--- config.mk ---
export PLATFORM = sky130hd
export DESIGN_NAME = uart_axi_bridge
export DESIGN_NICKNAME = d
export VERILOG_FILES = /design/src/rtl/uart_axi_bridge.sv
export SDC_FILE = /design/constraint.sdc
export NUM_CORES = 1
export LEC_CHECK = 0
export CAP_MARGIN = 20
export CORE_ASPECT_RATIO = 1.4
export CORE_MARGIN = 4
export CORE_UTILIZATION = 36
export CTS_CLUSTER_SIZE = 24
export DETAILED_ROUTE_END_ITERATION = 8
export GPL_ROUTABILITY_DRIVEN = 0
export PLACE_DENSITY = 0.77
export SYNTH_ARGS = -nofsm -noshare
export SYNTH_HDL_FRONTEND = slang
export SYNTH_SLANG_ARGS = --single-unit
--- constraint.sdc ---
create_clock -name clk -period 1.8 [get_ports clk]
set_input_delay 0.36 -clock clk [delete_from_list [all_inputs] [get_ports clk]]
set_output_delay 0.36 -clock clk [all_outputs]
set_load 0.02 [all_outputs]
--- src/rtl/uart_axi_bridge.sv ---
// uart_axi_bridge: AXI4-lite master moving CPU words to/from a UART Lite one polled byte at a time.
module uart_axi_bridge #(
  parameter int WORD_BYTES = 4,
  parameter bit BIG_ENDIAN = 1
) (
  input  logic                    clk,
  input  logic                    rstn,
  input  logic                    req_valid,
  output logic                    req_ready,
  input  logic                    req_write,
  input  logic [8*WORD_BYTES-1:0] req_data,
  output logic                    resp_valid,
  output logic [8*WORD_BYTES-1:0] resp_data,
  output logic                    resp_err,
  output logic [3:0]              uart_axi_araddr,
  output logic                    uart_axi_arvalid,
  input  logic                    uart_axi_arready,
  input  logic [31:0]             uart_axi_rdata,
  input  logic [1:0]              uart_axi_rresp,
  input  logic                    uart_axi_rvalid,
  output logic                    uart_axi_rready,
  output logic [3:0]              uart_axi_awaddr,
  output logic                    uart_axi_awvalid,
  input  logic                    uart_axi_awready,
  output logic [31:0]             uart_axi_wdata,
  output logic [3:0]              uart_axi_wstrb,
  output logic                    uart_axi_wvalid,
  input  logic                    uart_axi_wready,
  input  logic [1:0]              uart_axi_bresp,
  input  logic                    uart_axi_bvalid,
  output logic                    uart_axi_bready
);
  localparam int W = 8*WORD_BYTES;
  typedef enum logic [2:0] {IDLE, ST_A, ST_D, WR, WB, RX_A, RX_D, DONE} state_t;
  state_t state_q, state_d;
  logic [W-1:0] data_q, data_d;
  logic write_q, write_d, err_q, err_d, aw_done_q, aw_done_d, w_done_q, w_done_d;
  logic [1:0] cnt_q, cnt_d, bidx;
  logic [7:0] cur_byte;
  logic r_hs, b_hs, aw_ok, w_ok, last, unused_rdata;
  assign r_hs = uart_axi_rready & uart_axi_rvalid;
  assign b_hs = uart_axi_bready & uart_axi_bvalid;
  assign aw_ok = aw_done_q | (uart_axi_awvalid & uart_axi_awready);
  assign w_ok = w_done_q | (uart_axi_wvalid & uart_axi_wready);
  assign last = cnt_q == 2'(WORD_BYTES-1);
  assign bidx = BIG_ENDIAN ? 2'(WORD_BYTES-1) - cnt_q : cnt_q;
  assign uart_axi_wstrb = 4'b0001;
  assign resp_data = write_q ? '0 : data_q;
  assign resp_err = err_q;
  assign unused_rdata = ^uart_axi_rdata[31:8];
  always_comb begin
    cur_byte = '0;
    for (int k = 0; k < WORD_BYTES; k++) if (bidx == 2'(k)) cur_byte = data_q[8*k +: 8];
  end
  always_ff @(posedge clk or negedge rstn)
    if (!rstn) state_q <= IDLE;
    else state_q <= state_d;
  always_comb begin
    state_d = state_q;
    case (state_q)
      IDLE: if (req_valid) state_d = ST_A;
      ST_A: if (uart_axi_arready) state_d = ST_D;
      ST_D: if (uart_axi_rvalid) state_d = write_q ? (uart_axi_rdata[3] ? ST_A : WR) : (uart_axi_rdata[0] ? RX_A : ST_A);
      WR:   if (aw_ok && w_ok) state_d = WB;
      WB:   if (uart_axi_bvalid) state_d = last ? DONE : ST_A;
      RX_A: if (uart_axi_arready) state_d = RX_D;
      RX_D: if (uart_axi_rvalid) state_d = last ? DONE : ST_A;
      DONE: state_d = IDLE;
      default: state_d = IDLE;
    endcase
  end
  always_comb begin
    req_ready = state_q == IDLE;
    resp_valid = state_q == DONE;
    uart_axi_arvalid = state_q == ST_A || state_q == RX_A;
    uart_axi_araddr = state_q == ST_A ? 4'h8 : 4'h0;
    uart_axi_rready = state_q == ST_D || state_q == RX_D;
    uart_axi_awvalid = state_q == WR && !aw_done_q;
    uart_axi_wvalid = state_q == WR && !w_done_q;
    uart_axi_awaddr = state_q == WR ? 4'h4 : 4'h0;
    uart_axi_wdata = state_q == WR ? {24'b0, cur_byte} : 32'b0;
    uart_axi_bready = state_q == WB;
  end
  // Each write channel remembers its own completed handshake until both are done.
  always_comb begin
    data_d = data_q;
    write_d = write_q;
    cnt_d = cnt_q;
    err_d = err_q | (r_hs & |uart_axi_rresp) | (b_hs & |uart_axi_bresp);
    aw_done_d = state_q == WR && aw_ok && !w_ok;
    w_done_d = state_q == WR && w_ok && !aw_ok;
    if (req_valid && req_ready) begin
      data_d = req_write ? req_data : '0;
      write_d = req_write;
      err_d = 1'b0;
      cnt_d = 2'd0;
    end
    if (state_q == RX_D && uart_axi_rvalid)
      for (int k = 0; k < WORD_BYTES; k++) if (bidx == 2'(k)) data_d[8*k +: 8] = uart_axi_rdata[7:0];
    if ((b_hs || (state_q == RX_D && uart_axi_rvalid)) && !last) cnt_d = cnt_q + 2'd1;
  end
  always_ff @(posedge clk or negedge rstn)
    if (!rstn) begin
      data_q <= '0;
      write_q <= 1'b0;
      err_q <= 1'b0;
      cnt_q <= 2'd0;
      aw_done_q <= 1'b0;
      w_done_q <= 1'b0;
    end else begin
      data_q <= data_d;
      write_q <= write_d;
      err_q <= err_d;
      cnt_q <= cnt_d;
      aw_done_q <= aw_done_d;
      w_done_q <= w_done_d;
    end
endmodule

==> results.yml <==
run_status:
  outcome: "finished, violations left"
  violations: "negative setup slack"
detailed_routing:
  final_antenna_net_count: 0
  drc: 0
  num_vias: 3106
  wl_mm: 9.95
  vias_per_cell: 5.18
  drt-initial-drc-count: 318
  wl_per_cell_um: 16.6
  first_pass_iters: 6
floorplanning:
  dieArea_mm2: 0.00982
  ios: 161
  start_util_pct: 36.8
  rows: 39
  dieWidth_um: 84.9
  die_h_um: 116
  core_area_mm2: 0.00810
synthesis:
  synth_cells: 378
  seq_area_frac_synth_pct: 34.4
  synthFlopType: "dfrtp_1"
  synth_area_per_cell_um2: 7.88
  async_flop_share_pct: 100
  yosysUniqueCellTypes: 39
  synth_edf_count: 0
  synthesis.area_mm2: 0.00298
  yosysWarnings: 0
  ys_seq_elements: 41
critical_path:
  worst-setup-path-type: "register to primary output"
  cp_max_fo: 8
  worstSetupStartpointType: "register"
  crit_required_ns: 1.44
  arrival_ns: 1.71
  cp-end-kind: "primary output"
place:
  post-place-ws_ns: -0.560
  port_buffers: 102
  placed_area_mm2: 0.00426
  placed_cells: 589
  place_hpwl_mm: 7.64
global_routing:
  grt_pass1_vias: 2909
  grt.overflow.total: 0
  grt_first_pass_wirelength_mm: 15.1
  grt_max_degree: 36
  track_usage_pct: 19.7
  antenna_found_initial: 0
pwr:
  leakage_nw: 2.06
  total_power_w: 0.00644
  p_per_area_mw_per_mm2: 1440
  ir_worst_vdd_v: 0.000563
cts:
  clock_path_buffers: 2
  clock-sinks: 41
  cts-root-buf: "clkbuf_16"
  cts_buffers: 5
  htreeDepth: 2
  clkTransAtPathRegs_ns: 0.06
  clkLatencyLatePin_ns: 0.29
  cts_tree: "yes"
final_layout:
  multi_input_area_mm2: 0.00180
  fill_cells: 722
  area_growth_pct: 50.5
  regArea_mm2: 0.00103
  diodes: 0
  final_cell_mix: "nand2_1, clkdlybuf4s50_1, nand3_1"
  fin_cells: 600
  drive_gt1_share_pct: 21.3
  final_nets: 579
  final_cell_area_mm2: 0.00448
timing:
  setup_viol: 8
  worst_slack_ns: -0.274
  fmax_mhz: 482
  skew_ns: 0.00577
  grt_setup_unrepaired: "true"
  slew_violations: 0
  timing.final.crit_share_pct: 115
  tns_ns: -2.02
  finalWorstPathRequiredPeriod_ns: 2.07
  hold_viol: 0
worst_hold_path:
  hold_path.class: "input pin to asynchronous set/reset pin"
flow_run:
  maxCapViolations: 0
-- power by group --
group	switching [W]	internal, W	leakage (nW)
clock network	0.000347	0.000643	0.0797
registers	0.000373	0.00131	0.530
logic	0.00206	0.00171	1.45
total	0.00278	0.00366	2.06
-- timing repair --
item | in CTS | in global routing
endpoints found under the setup margin | 49 | 28
hold buffers | 0 | 0
pin swaps | 0 | 6
buffers inserted | 2 | 4
gates resized for setup | 117 | 47
-- critical path: stages (launching register included) --
cell	delay, ns
dfrtp_2	0.41
inv_2	0.07
ha_4	0.15
or3_4	0.48
o21ai_4	0.19
buf_6	0.13
-- synthesized netlist by cell type (all sizes together) (2+ instances only) --
library cell / count / area (um2)
dfrtp: 41 / 1030
mux2: 3 / 33.8
ha: 4 / 50.1
nand3: 44 / 220
or3: 2 / 12.5
buf: 50 / 390
clkbuf: 12 / 46.3
a31oi: 32 / 200
mux2i: 8 / 80.1
o21ai: 22 / 110
nand2: 57 / 244
conb: 2 / 7.51
inv: 5 / 18.8
nor4: 2 / 12.5
nor2b: 34 / 213
nor3: 2 / 21.3
a21oi: 3 / 15.0
nor2: 42 / 158
-- sequential cells by signal, indices dropped and copies added (netlist names) --
name	cells
resp_err	1
w_done_q	1
cnt_q	2
data_q	32
state_q	3
aw_done_q	1
write_q	1
-- per-layer routing --
| layer | part of all wire, % | track usage (%) |
|---|---|---|
| met1 | 37 | 22.9 |
| met2 | 50 | 34.4 |
| met3 | 7.9 | 3.41 |
| met4 | 5.1 | 11.0 |
| met5 | 0 | 0 |
-- worst paths after layout --
check	startpoint	end	slack, ns	cells after the start
min reg2reg	w_done_q	aw_done_q	0.47	1
min in group clk	w_done_q	aw_done_q	0.47	1
min	rstn	data_q[21]	0.02	1
max in group asynchronous	rstn	cnt_q[0]	1.27	2
max	cnt_q[1]	uart_axi_wdata[0]	-0.27	5
max reg2reg	cnt_q[1]	state_q[2]	0.06	7
-- metrics by stage --
step | hold slack [ns] | util [%]
floorplan | 0.0644 | -
global placement | 0.332 | 52.6
detailed placement | 0.340 | 52.6
CTS | 0.0370 | 54.3
global route | 0.0557 | 55.4
finish | 0.0219 | 55.4
-- cells by family after synthesis --
kind of cell,Yosys count,synth area share [%]
compound gates,60,12.1
xor+xnor,1,0.294
fa+ha+maj,4,1.68
buf+inv,68,15.4
flops,41,34.4
mux,11,3.82
other cells,2,0.252
simple gates,191,32.0
-- final cells by class --
type | instances | share of cell area [%]
Tap cell | 102 | 2.85
Timing Repair Buffer | 143 | 30.0
Multi-Input combinational cell | 301 | 40.1
Inverter | 6 | 0.530
Clock buffer | 5 | 2.79
Sequential cell | 41 | 22.9
Clock inverter | 2 | 0.781
(Power assumes the default switching activity.)
